`config.mk`:
```
export PLATFORM = sky130hd
export DESIGN_NAME = entry_sequencer
export DESIGN_NICKNAME = d
export VERILOG_FILES = /design/src/rtl/entry_sequencer.sv
export SDC_FILE = /design/constraint.sdc
export NUM_CORES = 1
export LEC_CHECK = 0
export CORE_MARGIN = 4
export CORE_UTILIZATION = 55
export DETAILED_ROUTE_END_ITERATION = 16
export PLACE_DENSITY = 0.83
export SETUP_SLACK_MARGIN = 0.5
export SLEW_MARGIN = 15
export SYNTH_ARGS = -nofsm -noshare
export SYNTH_HDL_FRONTEND = slang
export SYNTH_SLANG_ARGS = --single-unit
```
`constraint.sdc`:
```
create_clock -name clk -period 5.2 [get_ports clk]
set_input_delay 0.52 -clock clk [delete_from_list [all_inputs] [get_ports clk]]
set_output_delay 0.52 -clock clk [all_outputs]
set_load 0.05 [all_outputs]
```
`src/rtl/entry_sequencer.sv`:
```
// entry_sequencer: debounced two-button digit entry, verify handshake and verdict hold
module entry_sequencer #(
  parameter int NUM_DIGITS      = 4,
  parameter int DEBOUNCE_CYCLES = 8,
  parameter int TIMEOUT_CYCLES  = 50000000,
  parameter int VERIFY_LATENCY  = 2
) (
  input  logic       clk,
  input  logic       rst,
  input  logic       start,
  input  logic       btn1,
  input  logic       btn2,
  input  logic       final_analysis,
  output logic       shift_en,
  output logic       shift_bit,
  output logic       waiting_for_user,
  output logic       start_verification,
  output logic [3:0] digit_count,
  output logic       result_valid,
  output logic       result,
  output logic       timeout
);
  localparam int DW = $clog2(DEBOUNCE_CYCLES + 1);
  localparam int TW = $clog2(TIMEOUT_CYCLES + 1);
  localparam int VW = $clog2(VERIFY_LATENCY + 1);
  typedef enum logic [2:0] {IDLE, WAIT_PRESS, WAIT_RELEASE, VERIFY, RESULT} state_t;
  state_t state, state_n;
  logic [1:0] sync1, sync2;
  logic [DW-1:0] deb, deb_n;
  logic [TW-1:0] tmo, tmo_n;
  logic [VW-1:0] vcnt, vcnt_n;
  logic [3:0] count_n;
  logic last, last_n, qual, same, deb_done;
  logic shift_en_n, shift_bit_n, wait_n, start_ver_n, valid_n, result_n, timeout_n;
  always_comb begin
    qual = sync2[1] ^ sync2[0];
    same = (deb == '0) || (sync2[1] == last);
    deb_done = deb == DW'(DEBOUNCE_CYCLES - 1);
    state_n = state;
    deb_n = deb;
    tmo_n = tmo;
    vcnt_n = vcnt;
    last_n = last;
    count_n = digit_count;
    shift_en_n = 1'b0;
    shift_bit_n = shift_bit;
    start_ver_n = 1'b0;
    valid_n = result_valid;
    result_n = result;
    timeout_n = timeout;
    case (state)
      IDLE: begin
        deb_n = '0;
        tmo_n = '0;
        count_n = '0;
        state_n = start ? WAIT_PRESS : IDLE;
      end
      WAIT_PRESS: begin
        last_n = qual ? sync2[1] : last;
        if (qual && same && deb_done) begin
          shift_en_n = 1'b1;
          shift_bit_n = sync2[1];
          count_n = digit_count + 4'd1;
          deb_n = '0;
          tmo_n = '0;
          state_n = WAIT_RELEASE;
        end else begin
          deb_n = !qual ? '0 : same ? deb + 1'b1 : DW'(1);
          tmo_n = tmo + 1'b1;
          if (tmo == TW'(TIMEOUT_CYCLES - 1)) begin
            deb_n = '0;
            valid_n = 1'b1;
            result_n = 1'b0;
            timeout_n = 1'b1;
            state_n = RESULT;
          end
        end
      end
      WAIT_RELEASE: begin
        deb_n = (sync2 == 2'b00) ? deb + 1'b1 : '0;
        if (sync2 == 2'b00 && deb_done) begin
          deb_n = '0;
          vcnt_n = '0;
          start_ver_n = digit_count == 4'(NUM_DIGITS);
          state_n = (digit_count == 4'(NUM_DIGITS)) ? VERIFY : WAIT_PRESS;
        end
      end
      VERIFY: begin
        vcnt_n = vcnt + 1'b1;
        if (vcnt == VW'(VERIFY_LATENCY)) begin
          valid_n = 1'b1;
          result_n = final_analysis;
          timeout_n = 1'b0;
          state_n = RESULT;
        end
      end
      RESULT: begin
        if (start) begin
          valid_n = 1'b0;
          result_n = 1'b0;
          timeout_n = 1'b0;
          count_n = '0;
          deb_n = '0;
          tmo_n = '0;
          state_n = WAIT_PRESS;
        end
      end
      default: state_n = IDLE;
    endcase
    wait_n = (state_n == WAIT_PRESS) || (state_n == WAIT_RELEASE);
  end
  always_ff @(posedge clk) begin
    if (rst) begin
      state <= IDLE;
      sync1 <= '0;
      sync2 <= '0;
      deb <= '0;
      tmo <= '0;
      vcnt <= '0;
      last <= 1'b0;
      shift_en <= 1'b0;
      shift_bit <= 1'b0;
      waiting_for_user <= 1'b0;
      start_verification <= 1'b0;
      digit_count <= '0;
      result_valid <= 1'b0;
      result <= 1'b0;
      timeout <= 1'b0;
    end else begin
      state <= state_n;
      sync1 <= {btn1, btn2};
      sync2 <= sync1;
      deb <= deb_n;
      tmo <= tmo_n;
      vcnt <= vcnt_n;
      last <= last_n;
      shift_en <= shift_en_n;
      shift_bit <= shift_bit_n;
      waiting_for_user <= wait_n;
      start_verification <= start_ver_n;
      digit_count <= count_n;
      result_valid <= valid_n;
      result <= result_n;
      timeout <= timeout_n;
    end
  end
endmodule

```
==> results by group, run 1 <==
Floorplanning
  – Initial Util: between 50% and 60%
  – Boundary Pins: 17
  – Die height: 75.9 um
  – Die width: 75.9 um
  – CORE AREA: 4410 sq um
  – Placement row count: 24
  – DIE AREA: around 5800 sq um

Synthesis
  – Asr flop ratio synth: 0%
  – Sequential area share after synthesis: between 40% and 50%
  – Top FF cell, synth: dfxtp_1
  – Number of synthesized flops with an enable pin: 0
  – Synth unique cells: 53
  – Post-synthesis average cell area: 8.71 sq um
  – Post-Syn Area: around 2500 sq um
  – Synthesized flop and latch total: 51
  – Cells taking the most area after synthesis: dfxtp_1 40%, nor2_1 6.2%, a21oi_1 3.9%
  – Top-area cell type share of the netlist area: between 40% and 50%
  – Syn Inst Count: roughly 290
  – Synth warn: 0
  – Post-Syn Nets: between 300 and 400
  – Yosys top cell by area: dfxtp_1

Clock network
  – CTS sink count: approximately 50
  – Clk Latency, worst-skew pair: 0.30 ns
  – Root Buffer: clkbuf_8
  – Max Buffers Root-to-Sink: 2
  – Clock slew at reported path FFs: 0.09 ns
  – CTS tree: yes
  – Resized cells post-CTS: 0
  – # hold bufs at CTS: 0
  – Total CTS buffers: 5
  – H-tree depth: 2
  – Postcts setup bufs: 0

Routing
  – WL final: between 5000 and 6000 um
  – Top sig layer: met4
  – Vias: about 2100
  – DRC: 0
  – ANT nets after route: 0
  – Starting DRC count in detailed routing: 192
  – WL met3: about 280 um
  – 1st-pass router iterations: 4
  – Drt wl/cell: between 10 and 15 um
  – Met1 WL: about 2300 um
  – Drt via density: 5.88
  – Routed length on met2: 2410 um

STA
  – Fmax: 384 MHz
  – # setup viols final: 0
  – Final Cycle Share: 50.0%
  – Post-Route Skew: between 0.007 and 0.008 ns
  – Max_slew headroom: roughly two fifths
  – Worst Max-Slew Pin Slew: slightly below 0.9 ns
  – RSZ-0062 raised after global routing: no
  – Final min period: around 2.6 ns
  – Slew Limit Fails: 0
  – Final hold slack: between 0.4 and 0.5 ns
  – Hold Fails Final Rpt: 0
  – Setup TNS: 0 ns

Setup path
  – Critical Path End Type: flip-flop
  – Crit path depth: 5
  – WP buf/inv: 1
  – Data required time of the worst path: between 5 and 6 ns
  – Reg2reg end: digit_count[1]$_SDFFE_PP0P_
  – Arrival @ worst endpoint: about 2.8 ns
  – CP Launch Point: start
  – Setup slack, reg-to-reg: 2.82 ns
  – Worst r2r src: state[1]$_SDFF_PP0_
  – CP Max Fanout: 27
  – Cell Chain, Critical Path: clkdlybuf4s50_1 > nand2b_4 > a21oi_1 > a21o_1 > o21ai_0
  – R2r worst-path depth: 4
  – Top Family by Delay on Critical Path: compound AO/OA/AOI/OAI gates
  – Slowest stage delay, CP: ~0.76 ns
  – End point of the critical path: digit_count[1]$_SDFFE_PP0P_
  – Critical Path Start Type: input port
  – Crit path max-delay cell type: a21o_1
  – CP Class: input port to flip-flop

Finish
  – # fillers: between 300 and 400
  – Fin nets: roughly 320
  – Most frequent cells in the layout: 51 x dfxtp_1, 42 x nor2_1, 20 x a21oi_1
  – Diode count: 0
  – Layout cells sized above 1: under 10%
  – Commonest non-fill, non-tap cell in the layout: dfxtp_1
  – P&R area growth vs syn: 11.5%

Placed design
  – DP HPWL: ~3700 um
  – Final GP Congestion: between 0.7 and 0.8
  – Number of port buffers: 16

Power
  – Power density cells: between 200 and 300 nW/um^2
  – Leakage: 0.966 nW
  – Worst vdd ir: roughly 0.14 mV

Flow run
  – Max Cap Viol: 0

Global route
  – First-pass GRT wire length: 8860 um
  – Tot GR Track Use: 19.9%
  – Vias in the first global route: between 2000 and 2500
  – Largest net degree at the start of global routing: 28
  – Initial antenna violation count: 0
  – Grt ovf: 0

Min path
  – Worst Hold Class: flip-flop to flip-flop

Status
  – Status: finished, final reports clean
metrics by stage:
step           utilization, %  setup WS, ns  instances  instance area [sq um]  power [W]
2_1_floorplan               -          3.27        291                   2530   0.000433
3_3_place_gp             61.4          2.41        349                   2710   0.000443
3_5_place_dp             61.4          2.28        349                   2710   0.000443
4_1_cts                  64.0          2.63        357                   2830   0.000726
5_1_grt                  64.0          2.43        357                   2830   0.000743
6_report                 64.0          2.60        357                   2830   0.000718
metal layers:
metal / vias up / GRT usage [%]
met5: - / 0
met4: 0 / 7.77
met1: 998 / 24.9
met2: 38 / 33.1
li1: 1054 / -
met3: 8 / 4.35
worst min path at each step:
stage                                    from                  end  slack [ns]  cells after the start
after CTS                 sync1[1]$_SDFF_PP0_  sync2[1]$_SDFF_PP0_        0.45                      1
after detailed placement  sync1[1]$_SDFF_PP0_  sync2[1]$_SDFF_PP0_        0.43                      1
after floorplan           sync1[0]$_SDFF_PP0_  sync2[0]$_SDFF_PP0_        0.41                      1
after global routing      sync1[1]$_SDFF_PP0_  sync2[1]$_SDFF_PP0_        0.47                      1
final                     sync1[1]$_SDFF_PP0_  sync2[1]$_SDFF_PP0_        0.44                      1
after global placement    sync1[1]$_SDFF_PP0_  sync2[1]$_SDFF_PP0_        0.42                      1
state kept, by name (all words and copies together) (netlist names):
name                flops
start_verification      1
timeout                 1
result                  1
digit_count             4
result_valid            1
shift_en                1
vcnt                    2
sync2                   2
tmo                    26
waiting_for_user        1
shift_bit               1
sync1                   2
deb                     4
last                    1
state                   3
synth_stat cells, types with 2 or more instances:
library cell / number
dfxtp_1: 51
nor2_1: 42
a21oi_1: 20
nand2_1: 17
o21ai_0: 14
inv_1: 11
nand3_1: 11
xor2_1: 11
nand4_1: 10
xnor2_1: 10
and3_1: 8
nor2b_1: 8
ha_1: 7
or3_1: 6
buf_2: 5
and4_1: 4
clkbuf_1: 4
nand2b_1: 4
a21o_1: 3
a2111oi_4: 2
a211oi_1: 2
a31oi_1: 2
and2_1: 2
mux2i_1: 2
nand3b_1: 2
nor3_1: 2
nor4_1: 2
nor4bb_1: 2
or4_1: 2
or4b_1: 2
cell families after synthesis:
logic type | count (synthesis) | synth area share (%)
AO/OA/AOI/OAI | 54 | 14.6
XOR/XNOR | 21 | 7.26
adder cells (fa/ha/maj) | 7 | 3.45
buffers and inverters | 21 | 3.65
flip-flops | 51 | 40.3
multiplexers | 3 | 1.23
AND/OR/NAND/NOR | 134 | 29.5
cell type report:
type	count	area (sq um)	area share (%)
clock buffer	6	82.6	2.92
clock inverter	2	35.0	1.24
inverter	11	41.3	1.46
multi-input combinational	219	1420	50.3
sequential	51	1020	36.1
tap	52	65.1	2.30
timing repair buffer	16	160	5.67
power by group:
part,internal (W),leakage (nW),switching (W)
sequential,0.000394,0.412,0.00000333
combinational,0.0000148,0.493,0.0000226
clock,0.000156,0.0612,0.000127
total,0.000564,0.966,0.000153
Power figures use the tool's default switching activity.
==> run 2, diff against run 1 <==
CORE_UTILIZATION = 53   (was 55)
PLACE_DENSITY = 0.84   (was 0.83)
clock period = 2.08 ns   (was 5.2 ns; I/O delays follow)
==> run 2 against run 1 <==
  * Power grew 130%
  * Die area grew 3.4%
  * Via count grew 6.6%
  * Register-to-register slack lost 2.8 ns
  * Clock power grew 94%
  * Worst hold slack is essentially flat
==> results by group, run 2 (synthesis gave the netlist of run 1 again) <==
Status
  – Status: finished, final reports clean

STA
  – Max_slew headroom: 67.9% (+27 points)
  – Final min period: between 2 and 2.5 ns
  – Hold Fails Final Rpt: 0 (unchanged)
  – PnR worst setup slack: 0.0645 ns (-2.53 ns)
  – Final Cycle Share: between 90% and 100%
  – Fmax: around 500 MHz
  – # setup viols final: 0 (unchanged)
  – RSZ-0062 raised after global routing: yes
  – Slew Limit Fails: 0 (unchanged)
  – Post-Route Skew: 0.00692 ns (-0.000140 ns)
  – Setup TNS: 0 ns (unchanged)
  – Worst Max-Slew Pin Slew: 0.476 ns (-0.402 ns)

Floorplanning
  – DIE AREA: 5950 sq um (+3.4%)
  – CORE AREA: 4500 sq um (+2.0%)
  – Die width: 77.2 um (+1.7%)
  – Die height: 77.2 um (+1.7%)
  – Placement row count: 24 (unchanged)
  – Boundary Pins: 17 (unchanged)
  – Initial Util: 56.3% (-1.1 points)

Finish
  – Layout cells sized above 1: 24.8% (+19 points)
  – Biggest regs: tmo: 26 flops, deb: 4 flops, digit_count: 4 flops
  – Largest register FFs: 26 (unchanged)
  – Diode count: 0 (unchanged)
  – Most flops, register: tmo
  – # fillers: 321 (-11%)
  – Non-filler cells, final: 391 (+9.5%)
  – Most frequent cells in the layout: 41 x nor2_1, 37 x dfxtp_1, 33 x buf_4
  – Commonest non-fill, non-tap cell in the layout: nor2_1
  – P&R area growth vs syn: 24.7%
  – Fin nets: 351 (+11%)
  – Final Instance Area: 3160 sq um (+12%)

Routing
  – Drt wl/cell: 14.5 um (+2.9%)
  – Starting DRC count in detailed routing: 190 (-1.0%)
  – Top sig layer: met4
  – Met1 WL: 2660 um (+15%)
  – DRC: 0 (unchanged)
  – Vias: 2237 (+6.6%)
  – Routed length on met2: 2660 um (+10%)
  – 1st-pass router iterations: 5 (+1)
  – WL final: 5680 um (+13%)
  – ANT nets after route: 0 (unchanged)
  – Drt via density: 5.72 (-2.6%)
  – WL met3: 295 um (+6.9%)

Placed design
  – Dpl cell area: 2930 sq um (+8.2%)
  – Post-Place Cells: 375 (+7.4%)
  – DP HPWL: 4000 um (+9.1%)
  – DP Worst Slack: -0.104 ns (-2.39 ns)
  – Final GP Congestion: 0.867 (+13%)
  – Number of port buffers: 16 (unchanged)

Global route
  – First-pass GRT wire length: 9700 um (+9.5%)
  – Tot GR Track Use: 19.9% (about the same)
  – Largest net degree at the start of global routing: 19 (-32%)
  – Initial antenna violation count: 0 (unchanged)
  – Grt ovf: 0 (unchanged)
  – Vias in the first global route: 2105 (+2.0%)

Clock network
  – Root Buffer: clkbuf_8
  – Clk Latency, worst-skew pair: 0.31 ns (about the same)
  – Clock slew at reported path FFs: 0.09 ns (about the same)
  – CTS tree: yes
  – CTS sink count: 51 (unchanged)
  – H-tree depth: 2 (unchanged)
  – Max Buffers Root-to-Sink: 2 (unchanged)
  – Total CTS buffers: 5 (unchanged)

Setup path
  – Critical Path End Type: flip-flop
  – CP Class: flip-flop to flip-flop
  – Data required time of the worst path: 2.28 ns (-3.08 ns)
  – Arrival @ worst endpoint: 2.22 ns (-0.54 ns)
  – Setup slack, reg-to-reg: 0.06 ns (-2.76 ns)
  – CP Max Fanout: 3 (-89%)
  – Critical Path Start Type: flip-flop

Min path
  – Worst Hold Class: flip-flop to flip-flop

Power
  – Power density cells: 527 nW/um^2 (+110%)
  – Leakage: 1.19 nW (+23%)
  – Worst vdd ir: 0.294 mV (+100%)

Flow run
  – Max Cap Viol: 0 (unchanged)
==> run 2: report_power, final <==
part | switching (W) | total [W] | internal, W | leakage (nW)
Sequential | 0.00000550 | 0.000988 | 0.000982 | 0.420
Combinational | 0.0000716 | 0.000129 | 0.0000571 | 0.731
Clock | 0.000312 | 0.000549 | 0.000237 | 0.0422
Total | 0.000389 | 0.00167 | 0.00128 | 1.19
==> run 2: worst max-delay path, stage by stage (launching register included) <==
cell and delay (ns):
dfxtp_2 0.34, or4b_4 0.55, nor4_4 0.35, buf_4 0.18
a21oi_2 0.06, buf_4 0.14, o21ai_1 0.20, a21oi_2 0.09
==> run 2: per-stage QoR <==
| step | utilization (%) | power [W] | hold slack, ns |
|---|---|---|---|
| 6_report | 70.2 | 0.00167 | 0.442 |
| 3_3_place_gp | 65.1 | 0.00112 | 0.417 |
| 4_1_cts | 68.8 | 0.00167 | 0.442 |
| 5_1_grt | 70.2 | 0.00173 | 0.449 |
| 3_5_place_dp | 65.1 | 0.00113 | 0.423 |
| 2_1_floorplan | - | 0.00109 | 0.288 |
==> run 2: cell type report <==
class | count | area [sq um] | share of cell area (%)
clock inverter | 1 | 5.00 | 0.158
sequential | 51 | 1040 | 33.0
timing repair buffer | 50 | 405 | 12.8
multi-input combinational | 219 | 1520 | 48.2
inverter | 11 | 41.3 | 1.31
tap | 52 | 65.1 | 2.06
clock buffer | 7 | 76.3 | 2.41
==> run 2: what timing repair did <==
item / 4_1_cts / 5_1_grt
hold buffers: 0 / 0
resized for setup: 32 / 14
pin swaps: 6 / 6
endpoints found under the setup margin: 53 / 43
buffers inserted: 4 / 4
==> run 2: final timing paths <==
check,start,endpoint,cells after the start
max,tmo[16]$_SDFFE_PP0P_,timeout$_SDFFE_PP0P_,7
min,sync1[0]$_SDFF_PP0_,sync2[0]$_SDFF_PP0_,1
max reg2reg,tmo[16]$_SDFFE_PP0P_,timeout$_SDFFE_PP0P_,7
min reg2reg,sync1[0]$_SDFF_PP0_,sync2[0]$_SDFF_PP0_,1
==> run 2: per-layer routing <==
metal,vias to the layer above,track usage (%)
li1,1120,-
met1,1057,25.4
met2,52,32.6
met3,8,4.80
met4,0,6.76
met5,-,0
==> run 3, diff against run 2 <==
CORE_UTILIZATION = 55   (was 53)
PLACE_DENSITY = 0.83   (was 0.84)
clock period = 2.2 ns   (was 2.08 ns; I/O delays follow)
==> run 3 against run 2 <==
  * Sequential cell count unchanged
  * Power fell by 3.5%
  * Critical endpoint is now state[2]$_SDFF_PP0_
  * Non-clock buffer count rose by 13
  * Critical path depth is 1 lower
  * Combinational power rose by 22%
  * Worst setup slack gained 0.095 ns
  * Global-route usage up 2.0 points
  * Highest routed layer unchanged
  * Clock power is 5.8% lower
==> results by group, run 3 (synthesis gave the netlist of run 1 again) <==
Placed design
  – Dpl cell area: 2900 sq um (-1.2%)
  – DP Worst Slack: -0.0834 ns (+0.0205 ns)
  – Number of port buffers: 16 (unchanged)
  – Final GP Congestion: 0.821 (-5.3%)
  – Post-Place Cells: 369 (-1.6%)
  – DP HPWL: 3690 um (-7.8%)

Floorplanning
  – Boundary Pins: 17 (unchanged)
  – CORE AREA: 4410 sq um (-2.0%)
  – DIE AREA: 5760 sq um (-3.3%)
  – Die width: 75.9 um (-1.6%)
  – Die height: 75.9 um (-1.6%)
  – Initial Util: 57.4% (+1.1 points)
  – Placement row count: 24 (unchanged)

STA
  – Worst Max-Slew Pin Slew: 0.708 ns (+0.232 ns)
  – RSZ-0062 raised after global routing: yes
  – # setup viols final: 0 (unchanged)
  – Max_slew headroom: 52.7% (-15 points)
  – Final min period: 2.04 ns (+0.0247 ns)
  – Setup TNS: 0 ns (unchanged)
  – Hold Fails Final Rpt: 0 (unchanged)
  – PnR worst setup slack: 0.160 ns (+0.0953 ns)
  – Slew Limit Fails: 0 (unchanged)
  – Post-Route Skew: 0.00794 ns (+0.00102 ns)
  – Final Cycle Share: 92.7% (-4.2 points)
  – Fmax: 490 MHz (-1.2%)

Finish
  – # fillers: 233 (-27%)
  – Largest register FFs: 26 (unchanged)
  – Commonest non-fill, non-tap cell in the layout: buf_4
  – Most frequent cells in the layout: 39 x buf_4, 37 x nor2_1, 30 x dfxtp_1
  – Non-filler cells, final: 405 (+3.6%)
  – Final Instance Area: 3460 sq um (+9.4%)
  – Fin nets: 365 (+4.0%)
  – P&R area growth vs syn: 36.4%
  – Diode count: 0 (unchanged)
  – Biggest regs: tmo: 26 flops, deb: 4 flops, digit_count: 4 flops
  – Most flops, register: tmo
  – Layout cells sized above 1: 35.7% (+11 points)

Min path
  – Worst Hold Class: flip-flop to flip-flop

Clock network
  – CTS tree: yes
  – Total CTS buffers: 5 (unchanged)
  – CTS sink count: 51 (unchanged)
  – H-tree depth: 2 (unchanged)
  – Max Buffers Root-to-Sink: 2 (unchanged)
  – # hold bufs at CTS: 0 (unchanged)
  – Clk Latency, worst-skew pair: 0.30 ns (about the same)
  – Clock slew at reported path FFs: 0.08 ns (about the same)
  – Root Buffer: clkbuf_8

Routing
  – Drt via density: 6.35 (+11%)
  – Vias: 2570 (+15%)
  – Starting DRC count in detailed routing: 295 (+55%)
  – ANT nets after route: 0 (unchanged)
  – 1st-pass router iterations: 5 (unchanged)
  – DRC: 0 (unchanged)
  – WL final: 7690 um (+35%)
  – Drt wl/cell: 19.0 um (+31%)

Global route
  – Initial antenna violation count: 0 (unchanged)
  – First-pass GRT wire length: 9600 um (-1.0%)
  – Grt ovf: 0 (unchanged)
  – Vias in the first global route: 2058 (-2.2%)
  – Largest net degree at the start of global routing: 20 (+1)
  – Tot GR Track Use: 21.9% (+2.0 points)

Power
  – Leakage: 1.34 nW (+12%)
  – Power density cells: 465 nW/um^2 (-12%)
  – Worst vdd ir: 0.319 mV (+8.6%)

Setup path
  – Data required time of the worst path: 2.42 ns (+0.14 ns)
  – CP Class: flip-flop to flip-flop
  – Critical Path Start Type: flip-flop
  – Arrival @ worst endpoint: 2.26 ns (+0.04 ns)
  – CP Max Fanout: 3 (unchanged)
  – Critical Path End Type: flip-flop

Status
  – Status: finished, final reports clean

Flow run
  – Max Cap Viol: 0 (unchanged)
[run 3: worst paths after layout]
kind | endpoint | slack [ns] | cells past startpoint | startpoint
min | sync2[0]$_SDFF_PP0_ | 0.45 | 1 | sync1[0]$_SDFF_PP0_
max reg2reg | state[2]$_SDFF_PP0_ | 0.16 | 6 | tmo[9]$_SDFFE_PP0P_
max | state[2]$_SDFF_PP0_ | 0.16 | 6 | tmo[9]$_SDFFE_PP0P_
min reg2reg | sync2[0]$_SDFF_PP0_ | 0.45 | 1 | sync1[0]$_SDFF_PP0_
[run 3: critical path, stage by stage, from the launching register on]
cell and delay, ns:
dfxtp_2 0.34, or4bb_4 0.55, nor4_4 0.38, buf_4 0.19, a21oi_4 0.05, or3_4 0.34
a21oi_2 0.12
[run 3: cell type report]
class	count	area, sq um	area share (%)
multi-input cells	220	1670	48.2
inverters	11	41.3	1.19
repair buffers	63	547	15.8
clock inverters	1	5.00	0.145
clock buffers	7	76.3	2.21
flip-flops and latches	51	1050	30.5
well taps	52	65.1	1.88
[run 3: metrics by stage]
stage / hold WS [ns] / utilization [%] / power, W
after floorplan: 0.300 / - / 0.00103
after global placement: 0.419 / 65.6 / 0.00106
after detailed placement: 0.425 / 65.6 / 0.00107
after CTS: 0.445 / 71.3 / 0.00158
after global routing: 0.458 / 78.3 / 0.00166
final: 0.447 / 78.3 / 0.00161
[run 3: timing repair]
action                                  in CTS  in global routing
gates resized for setup                     34                 52
endpoints found under the setup margin      43                 46
buffers inserted                            12                 15
endpoints found under the hold margin        0                  0
gates cloned                                 1                  0
pin swaps                                    8                 22
[run 3: where the power goes]
| part | total [W] | internal (W) | switching [W] |
|---|---|---|---|
| sequential | 0.000934 | 0.000928 | 0.00000585 |
| combinational | 0.000158 | 0.0000702 | 0.0000874 |
| clock | 0.000517 | 0.000224 | 0.000293 |
| total | 0.00161 | 0.00122 | 0.000386 |
[run 3: layer usage]
| metal | track usage, % | vias to the layer above | wire length (um) |
|---|---|---|---|
| met4 | 7.57 | 0 | 323 |
| met1 | 28.4 | 1189 | 2990 |
| met5 | 0 | - | 0 |
| li1 | - | 1164 | - |
| met3 | 5.67 | 39 | 655 |
| met2 | 35.3 | 178 | 3720 |
